**config.mk**
```make
export PLATFORM = sky130hd
export DESIGN_NAME = adc_trig_capture
export DESIGN_NICKNAME = d
export VERILOG_FILES = /design/src/rtl/adc_trig_capture.sv
export SDC_FILE = /design/constraint.sdc
export NUM_CORES = 2
export LEC_CHECK = 0
export CAP_MARGIN = 20
export CORE_UTILIZATION = 35
export CTS_CLUSTER_DIAMETER = 40
export DETAILED_ROUTE_END_ITERATION = 12
export GPL_TIMING_DRIVEN = 0
export HOLD_SLACK_MARGIN = 0.1
export PLACE_DENSITY_LB_ADDON = 0.2
export SETUP_SLACK_MARGIN = 0.2
export SYNTH_ARGS = -nofsm -noshare
export SYNTH_HDL_FRONTEND = slang
export SYNTH_SLANG_ARGS = --single-unit
```
**constraint.sdc**
```tcl
create_clock -name clk_pin_p -period 7.7 [get_ports clk_pin_p]
set_clock_uncertainty 0.05 [all_clocks]
set_input_delay 1.54 -clock clk_pin_p [delete_from_list [all_inputs] [get_ports clk_pin_p]]
set_output_delay 1.54 -clock clk_pin_p [all_outputs]
set_load 0.03 [all_outputs]
```
**src/rtl/adc_trig_capture.sv**
```systemverilog
// rtl/adc_trig_capture.sv - triggered circular capture of an ADC sample stream with valid/ready readout
//
// Purpose:
//   Records the registered ADC sample stream into a circular buffer. Once armed,
//   it first fills a pre-trigger window, then waits for a threshold/slope
//   crossing (or a forced trigger). It keeps capturing until the record is
//   complete, then streams the frozen record out, oldest sample first.
//
// Ports:
//   clk_pin_p     in   sole clock, rising edge
//   rst_pin       in   synchronous, active-high reset
//   sample_in     in   ADC sample, qualified by sample_valid
//   sample_valid  in   one-cycle qualifier for sample_in
//   arm           in   one-cycle capture start request (honoured only when idle)
//   trig_level    in   trigger threshold, held stable while armed
//   trig_slope    in   0 = rising crossing, 1 = falling crossing
//   force_trig    in   make the next valid sample the trigger sample
//   busy          out  capture or readout in progress
//   triggered     out  trigger seen, record not yet fully read out
//   rd_data       out  record sample
//   rd_valid      out  rd_data valid
//   rd_ready      in   consumer accepts rd_data
//   rd_last       out  final sample of the record, qualified by rd_valid

module adc_trig_capture #(
    parameter int DATA_W     = 8,
    parameter int DEPTH_LOG2 = 8,
    parameter int PRE_TRIG   = 16
) (
    input  logic              clk_pin_p,
    input  logic              rst_pin,
    input  logic [DATA_W-1:0] sample_in,
    input  logic              sample_valid,
    input  logic              arm,
    input  logic [DATA_W-1:0] trig_level,
    input  logic              trig_slope,
    input  logic              force_trig,
    output logic              busy,
    output logic              triggered,
    output logic [DATA_W-1:0] rd_data,
    output logic              rd_valid,
    input  logic              rd_ready,
    output logic              rd_last
);

    localparam int DEPTH = 1 << DEPTH_LOG2;
    localparam int CNT_W = DEPTH_LOG2 + 1;

    localparam logic [2:0] S_IDLE    = 3'd0;
    localparam logic [2:0] S_PREFILL = 3'd1;
    localparam logic [2:0] S_ARMED   = 3'd2;
    localparam logic [2:0] S_POST    = 3'd3;
    localparam logic [2:0] S_READ    = 3'd4;

    // Offset from the trigger address back to the first record sample.
    localparam logic [DEPTH_LOG2-1:0] PRE_OFF   = DEPTH_LOG2'(PRE_TRIG);
    // Fill count value at which the last pre-trigger sample is being written.
    localparam logic [DEPTH_LOG2-1:0] FILL_LAST = DEPTH_LOG2'((PRE_TRIG == 0) ? 0 : PRE_TRIG - 1);
    // Samples still to capture after the trigger sample.
    localparam logic [DEPTH_LOG2-1:0] POST_INIT = DEPTH_LOG2'(DEPTH - PRE_TRIG - 1);
    localparam logic [DEPTH_LOG2-1:0] POST_ONE  = DEPTH_LOG2'(1);
    localparam logic [CNT_W-1:0]      RD_TOTAL  = CNT_W'(DEPTH);
    localparam logic [CNT_W-1:0]      RD_FINAL  = CNT_W'(DEPTH - 1);

    // ------------------------------------------------------------------
    // State
    // ------------------------------------------------------------------
    logic [2:0]            state_q,      state_d;
    logic [DEPTH_LOG2-1:0] wr_ptr_q,     wr_ptr_d;
    logic [DEPTH_LOG2-1:0] fill_cnt_q,   fill_cnt_d;
    logic [DATA_W-1:0]     prev_q,       prev_d;
    logic                  prev_ok_q,    prev_ok_d;
    logic                  force_pend_q, force_pend_d;
    logic [DEPTH_LOG2-1:0] start_addr_q, start_addr_d;
    logic [DEPTH_LOG2-1:0] post_cnt_q,   post_cnt_d;
    logic                  triggered_q,  triggered_d;

    // Readout pipeline: RAM output stage (s1) feeding a one-deep output register.
    logic [CNT_W-1:0]      issue_cnt_q,  issue_cnt_d;
    logic                  s1_v_q,       s1_v_d;
    logic                  s1_last_q,    s1_last_d;
    logic                  out_v_q,      out_v_d;
    logic                  out_last_q,   out_last_d;
    logic [DATA_W-1:0]     out_data_q,   out_data_d;

    logic [DATA_W-1:0]     mem [DEPTH];
    logic [DATA_W-1:0]     ram_q;

    logic                  wr_en;
    logic                  rd_issue;
    logic                  out_adv;
    logic                  level_hit;
    logic                  fire;
    logic [DEPTH_LOG2-1:0] rd_addr;

    assign rd_addr = start_addr_q + issue_cnt_q[DEPTH_LOG2-1:0];

    // Crossing test against the previous valid sample; unsigned compares.
    always_comb begin
        level_hit = 1'b0;
        if (prev_ok_q) begin
            if (!trig_slope) begin
                level_hit = (prev_q < trig_level) && (sample_in >= trig_level);
            end else begin
                level_hit = (prev_q > trig_level) && (sample_in <= trig_level);
            end
        end
    end

    // A forced trigger and a level crossing on the same sample are one trigger.
    assign fire = sample_valid && (force_trig || force_pend_q || level_hit);

    // ------------------------------------------------------------------
    // Next-state logic
    // ------------------------------------------------------------------
    always_comb begin
        state_d      = state_q;
        wr_ptr_d     = wr_ptr_q;
        fill_cnt_d   = fill_cnt_q;
        prev_d       = prev_q;
        prev_ok_d    = prev_ok_q;
        force_pend_d = force_pend_q;
        start_addr_d = start_addr_q;
        post_cnt_d   = post_cnt_q;
        triggered_d  = triggered_q;
        issue_cnt_d  = issue_cnt_q;
        s1_v_d       = s1_v_q;
        s1_last_d    = s1_last_q;
        out_v_d      = out_v_q;
        out_last_d   = out_last_q;
        out_data_d   = out_data_q;
        wr_en        = 1'b0;
        rd_issue     = 1'b0;
        out_adv      = !out_v_q || rd_ready;

        case (state_q)
            S_IDLE: begin
                if (arm) begin
                    wr_ptr_d     = '0;
                    fill_cnt_d   = '0;
                    prev_ok_d    = 1'b0;
                    force_pend_d = 1'b0;
                    triggered_d  = 1'b0;
                    issue_cnt_d  = '0;
                    s1_v_d       = 1'b0;
                    out_v_d      = 1'b0;
                    out_last_d   = 1'b0;
                    state_d      = (PRE_TRIG == 0) ? S_ARMED : S_PREFILL;
                end
            end

            S_PREFILL: begin
                // Crossings here are ignored: the pre-trigger window is not yet full.
                if (sample_valid) begin
                    wr_en      = 1'b1;
                    fill_cnt_d = fill_cnt_q + 1'b1;
                    if (fill_cnt_q == FILL_LAST) begin
                        state_d = S_ARMED;
                    end
                end
            end

            S_ARMED: begin
                if (sample_valid) begin
                    wr_en = 1'b1;
                end
                if (fire) begin
                    // The trigger sample lands at wr_ptr_q and becomes record index PRE_TRIG.
                    start_addr_d = wr_ptr_q - PRE_OFF;
                    post_cnt_d   = POST_INIT;
                    triggered_d  = 1'b1;
                    force_pend_d = 1'b0;
                    state_d      = (POST_INIT == '0) ? S_READ : S_POST;
                end else if (force_trig) begin
                    force_pend_d = 1'b1;
                end
            end

            S_POST: begin
                if (sample_valid) begin
                    wr_en      = 1'b1;
                    post_cnt_d = post_cnt_q - 1'b1;
                    if (post_cnt_q == POST_ONE) begin
                        state_d = S_READ;
                    end
                end
            end

            S_READ: begin
                // Issue a RAM read whenever the s1 slot is free or drains this cycle,
                // so the RAM latency is hidden and throughput is one per cycle.
                rd_issue = (issue_cnt_q != RD_TOTAL) && (!s1_v_q || out_adv);
                if (rd_issue) begin
                    issue_cnt_d = issue_cnt_q + 1'b1;
                    s1_v_d      = 1'b1;
                    s1_last_d   = (issue_cnt_q == RD_FINAL);
                end else if (out_adv) begin
                    s1_v_d = 1'b0;
                end

                // Output register only changes when empty or handshaking, which
                // keeps rd_data/rd_last stable under backpressure.
                if (out_adv) begin
                    out_v_d = s1_v_q;
                    if (s1_v_q) begin
                        out_data_d = ram_q;
                        out_last_d = s1_last_q;
                    end
                end

                if (out_v_q && rd_ready && out_last_q) begin
                    state_d     = S_IDLE;
                    triggered_d = 1'b0;
                    out_v_d     = 1'b0;
                    out_last_d  = 1'b0;
                    s1_v_d      = 1'b0;
                    issue_cnt_d = '0;
                end
            end

            default: begin
                state_d = S_IDLE;
            end
        endcase

        if (wr_en) begin
            wr_ptr_d  = wr_ptr_q + 1'b1;
            prev_d    = sample_in;
            prev_ok_d = 1'b1;
        end
    end

    // ------------------------------------------------------------------
    // Registers
    // ------------------------------------------------------------------
    always_ff @(posedge clk_pin_p) begin
        if (rst_pin) begin
            state_q      <= S_IDLE;
            wr_ptr_q     <= '0;
            fill_cnt_q   <= '0;
            prev_q       <= '0;
            prev_ok_q    <= 1'b0;
            force_pend_q <= 1'b0;
            start_addr_q <= '0;
            post_cnt_q   <= '0;
            triggered_q  <= 1'b0;
            issue_cnt_q  <= '0;
            s1_v_q       <= 1'b0;
            s1_last_q    <= 1'b0;
            out_v_q      <= 1'b0;
            out_last_q   <= 1'b0;
            out_data_q   <= '0;
        end else begin
            state_q      <= state_d;
            wr_ptr_q     <= wr_ptr_d;
            fill_cnt_q   <= fill_cnt_d;
            prev_q       <= prev_d;
            prev_ok_q    <= prev_ok_d;
            force_pend_q <= force_pend_d;
            start_addr_q <= start_addr_d;
            post_cnt_q   <= post_cnt_d;
            triggered_q  <= triggered_d;
            issue_cnt_q  <= issue_cnt_d;
            s1_v_q       <= s1_v_d;
            s1_last_q    <= s1_last_d;
            out_v_q      <= out_v_d;
            out_last_q   <= out_last_d;
            out_data_q   <= out_data_d;
        end
    end

    // Sample buffer: synchronous-read RAM, contents survive reset.
    always_ff @(posedge clk_pin_p) begin
        if (wr_en && !rst_pin) begin
            mem[wr_ptr_q] <= sample_in;
        end
        if (rd_issue && !rst_pin) begin
            ram_q <= mem[rd_addr];
        end
    end

    assign busy      = (state_q != S_IDLE);
    assign triggered = triggered_q;
    assign rd_valid  = out_v_q;
    assign rd_data   = out_data_q;
    assign rd_last   = out_last_q;

endmodule

```
# After elaboration in Yosys (flattened, before gate mapping)
# Memories as Yosys holds them, arrays and structs flattened. A register that Yosys moved wholly into a read port is not among the register bits.
# Index checks and enable logic that the tools add are counted.
# word_totals
ff_bits	67
ram_bits	2048
inputBits	23
out_inout_bits	12
wordCells	131
memories	1
# op_classes
addsub	6
order_cmp	4
eq_ne	20
muxes	47
n_reduce_logical	38
# memory_table
memory	words	word_bits	rd	rd_clocked_by_memory_dff	wr	line	rtl
mem	256	8	1	1	1	86	logic [DATA_W-1:0] mem [DEPTH];
# ops
operator	n
$mux W8	6
$pmux W8 S2	2
$mux W9	3
$mux W1	22
$mux W3	7
$reduce_and A3 Y1	7
$pmux W9 S2	1
$add A8 B1 Y8 const B	2
$pmux W3 S5	1
$ne A2 B2 Y1 const B	7
$ne A3 B3 Y1 const B	4
$reduce_bool A2 Y1	6
$add A9 B1 Y9 const B	1
$eq A9 B8 Y1 const B	1
$ne A9 B9 Y1 const B	1
$add A8 B8 Y8	1
$eq A8 B1 Y1 const B	1
$eq A8 B4 Y1 const B	1
$ge A8 B8 Y1	1
$gt A8 B8 Y1	1
$le A8 B8 Y1	1
$logic_and A1 B1 Y1	8
$lt A8 B8 Y1	1
$pmux W1 S2	4
other kinds (15)	25

# Depth between registers and ports, before layout
# logic_depth
word_depth	8
mapped_depth	14
mapped_depth_nobuf	10

# Least setup slack after synthesis
# Ideal clock, no wire load.
# synth_timing
path_type	input to register
from	in sample_valid
to	mem mem[102][0], enable pin
setup_time_ns	0.370
t_arrival_ns	3.535
t_required_ns	7.280
path_slack_ns	3.745
path_stages	7
n_path_buf	3
cell_sequence	clkbuf_1 -> or3b_2 -> clkbuf_1 -> nor3b_1 -> nand2_1 -> clkbuf_1 -> nor2_1
# synth_between
elab_chain_cells	5
# synth_rtl
element	line	rtl
from (decl)	33	input logic sample_valid,
$mux W1	154, 164, 180	
$mux W1	-	
$logic_and A1 B1 Y1	274	if (wr_en && !rst_pin) begin
$mux W1	274	
$mux W1 (implied by the code)	275	mem[wr_ptr_q] <= sample_in;
to (decl)	86	
# Every way passes these cells.

# Final worst setup path
# layout_timing
from	reg issue_cnt_q[0]
to	reg ram_q[1], read port of mem, data pin
# layout_between
elab_chain_cells	4
elab_cells_between_ends	5
cone_classes	add/sub: 1; eq/ne: 1; mux: 1; reduce/logical: 2
# layout_rtl
element	line	rtl
from (decl)	79	logic [CNT_W-1:0] issue_cnt_q, issue_cnt_d;
from (signal assigned)	263	issue_cnt_q <= issue_cnt_d;
branches (longest 4 deep; another with $add A8 B8 Y8)	-	
to (decl)	87	logic [DATA_W-1:0] ram_q;
# Parallel ways; which one is timed is not known.
# A chain may end at the register's enable or synchronous reset.

==> implementation parameters <==
Parameter                              Value

Cells and area
  Share of cells above drive strength 1    25.2%
  Multi-input logic area    about 20000 um^2
  Growth of design area from synthesis to finish    18.9%
  Register area    63100 um^2
  Core Util, Final    a little over two fifths
  Filler instances    around 21000
  Final design area excluding fillers    100000 um^2
  Filler-free cell count of the finished design    8159
  Net count reported at finish    around 4800

Synthesis
  EDFF count, synth    roughly 2100
  Flops & latches, synth    2123
  Unique cell type count in the Yosys netlist    70
  Sequential area share after synthesis    between 70% and 80%
  Synth Area per Inst    19.4 um^2
  Top-area cell type share of the netlist area    approximately 73%
  Post-synthesis cell area    approximately 84000 um^2
  Post-synthesis instance total    around 4300
  Most used standard cell by instance count after synthesis    edfxtp_1
  Post-synth top cells    2056 x edfxtp_1, 514 x mux4_2, 368 x nand2_1
  Share of flip-flops with an asynchronous set or reset    0%
  Top post-synthesis cells by area    edfxtp_1 73%, mux4_2 14%, nand2_1 1.6%
  Dominant cell type by area after synthesis    edfxtp_1
  Most used DFF post-synth    edfxtp_1
  Ys Warns    0
  Post-Syn Nets    between 4000 and 5000

Run
  Number of max-capacitance violations reported    0

STA
  Measured slew at the worst slew-check pin    approximately 1.3 ns
  Setup slack of the critical path after layout    approximately 2 ns
  Final number of setup-violating endpoints    0
  Setup Total Neg Slack    0 ns
  Min cycle time layout    5.75 ns
  Period utilisation layout    between 70% and 80%
  Number of slew-limit violations in the final report    0
  Headroom to the max-slew limit    roughly 12%
  Hold violation total from the final report    0
  Setup repair after global routing missed its margin    false
  Highest achievable clock rate    174 MHz

Clock network
  Clock tree from TritonCTS    built
  TritonCTS sink count    2123
  TritonCTS Buffers    between 300 and 400
  CTS clock-pin slew for the worst setup and hold paths    0.06 ns
  Number of H-tree levels    5
  Latest clock arrival within the worst-skew pair    about 0.95 ns
  Count of instances resized after the clock tree is built    0
  Number of buffers inserted to repair setup after CTS    0
  Number of hold buffers added after CTS    0
  CTS Root Buffer Type    clkbuf_16
  Max Root-Sink Buffers    4

Global routing
  Maximum number of pins on one net before global-route repair    roughly 140
  All-layer global routing usage    between 20 and 25%
  Overflow after GRT    0
  Global-route wire length before repair    approximately 370000 um
  Number of global-route vias before repair    between 40000 and 50000
  Number of antenna violations at the first check in global routing    16

Detailed routing
  Violation count after the first detailed-routing iteration    approximately 5500
  Final wirelength    approximately 270000 um
  Average wire length per cell after detail routing    33.2 um
  Post-DRT Antenna Nets    0
  Detailed Routing Iterations Pass 1    5
  Via density per instance    5.60
  Total via count after detailed routing    approximately 46000
  Residual DRC count    0

Power and ir drop
  Combinational fraction of design power    1.1%
  Max VDD drop    between 150 and 200 uV
  Switching share of power    around a fifth
  Cell-internal power    22.1 mW
  Total power density per cell area    between 200 and 300 nW/um^2
  Leakage power of the design    31.7 nW
  Net switching power    5.80 mW
  Proportion of power drawn by flip-flops and latches    45.5%
  Proportion of power drawn by the clock network    53.4%

Placed design
  Placement-stage worst setup slack    between 1.5 and 2 ns
  HPWL after detailed placement    ~180000 um
  IO Port Bufs    33
  Global placer's final weighted congestion    between 0.9 and 1
  Cell area reported after detailed placement    around 89000 um^2
  Cell count after placement    roughly 7600

Outcome
  Run status    finished, final reports clean

Critical path
  Critical Path Sink Type    flop
  CP Data Arrival Time    6.29 ns
  Top fanout value on the critical path    10
  Crit Path Category    reg2reg
  Worst path required time    just over 8 ns
  CP Launch Type    flop

Floorplanning
  Placeable Area    ~240000 um^2
  Area of the die    about 240000 um^2
  Initial core utilization    a little over a third
  Number of placement rows    between 150 and 200
  Die H    just under 500 um
  I/O pin total    35
  Chip Width    ~490 um

Hold path
  Worst hold-check path type    reg2reg
## power by group through the flow
stage          logic (mW)  clock network, mW  registers [mW]
5_1_grt             0.327               15.5            12.7
2_1_floorplan      0.0457                  0            12.9
6_report            0.303               14.9            12.7
4_1_cts             0.306               15.0            12.7
3_5_place_dp        0.306                  0            12.9
3_3_place_gp        0.266                  0            13.1
## stage by stage
stage	total power [mW]	hold slack, ns
floorplan	13.0	0.386
global placement	13.3	0.401
detailed placement	13.2	0.400
CTS	28.0	0.407
global route	28.5	0.427
finish	27.9	0.403
## flip-flops by register name, summed over array words and instances, names as in the netlist
register      flops
fill_cnt_q        8
prev_q            8
rd_data           8
ram_q             8
triggered         1
mem            2048
state_q           3
issue_cnt_q       9
prev_ok_q         1
post_cnt_q        8
s1_last_q         1
force_pend_q      1
wr_ptr_q          8
start_addr_q      8
rd_last           1
s1_v_q            1
rd_valid          1
## worst max-delay path, cell delays in order, from the launching register on
cell and delay [ns]:
dfxtp_1 0.36, ha_1 0.25, fa_1 0.49, buf_4 0.27, clkbuf_1 0.63, clkbuf_1 0.72
mux4_2 0.43, mux2i_1 0.33, mux2i_1 0.20, mux2_2 0.39, a221oi_1 1.00, nor4_2 0.22
## area by class of cell
type	count	share of cell area, %
clock inverter	213	2.43
clock buffer	366	8.51
sequential	2123	63.0
buffer	264	1.48
timing repair buffer	61	0.963
antenna	6	0.0150
multi-input combinational	1935	19.6
inverter	24	0.0899
tap	3167	3.96
## layout by cell type (no fill, tap or decap), drive strengths merged, types with 10 or more instances in the layout
master / n
clkdlybuf4s50: 25
nand2b: 14
xor2: 13
clkinv: 86
nor2b: 12
nand2: 369
mux4: 514
ha: 38
nor3b: 10
clkbuf: 480
bufinv: 38
edfxtp: 2056
o21ai: 15
a311oi: 25
dfxtp: 67
nand4: 26
inv: 85
buf: 186
nand3: 67
a211oi: 49
clkinvlp: 28
and3: 119
nor2: 330
mux2i: 61
a31oi: 81
a21oi: 36
## logic make-up (layout without fill, tap and decap cells)
| family | after synthesis | count (layout) | synth area share (%) |
|---|---|---|---|
| flops | 2123 | 2123 | 74.9 |
| simple gates | 997 | 997 | 5.34 |
| mux | 584 | 584 | 14.6 |
| compound gates | 298 | 298 | 2.55 |
| buf+inv | 288 | 928 | 1.85 |
| fa+ha+maj | 39 | 39 | 0.588 |
| xor+xnor | 17 | 17 | 0.186 |
| other cells | 0 | 6 | 0 |
## path summary, 6_finish.rpt
check / startpoint / to / slack, ns / cells after the start
worst min register to register: triggered / triggered / 0.40 / 2
worst min-delay path: triggered / triggered / 0.40 / 2
worst max-delay path: issue_cnt_q[0] / ram_q[1] / 1.95 / 11
worst max register to register: issue_cnt_q[0] / ram_q[1] / 1.95 / 11
## layer usage
| metal | vias up | wire, um | GRT usage [%] |
|---|---|---|---|
| met4 | 12 | 9540 | 8.18 |
| met1 | 24500 | 112000 | 30.5 |
| met2 | 2123 | 125000 | 34.5 |
| met5 | - | 88 | 0 |
| met3 | 417 | 23800 | 5.28 |
| li1 | 18600 | - | - |
No activity file was read; power rests on OpenSTA's default activity.
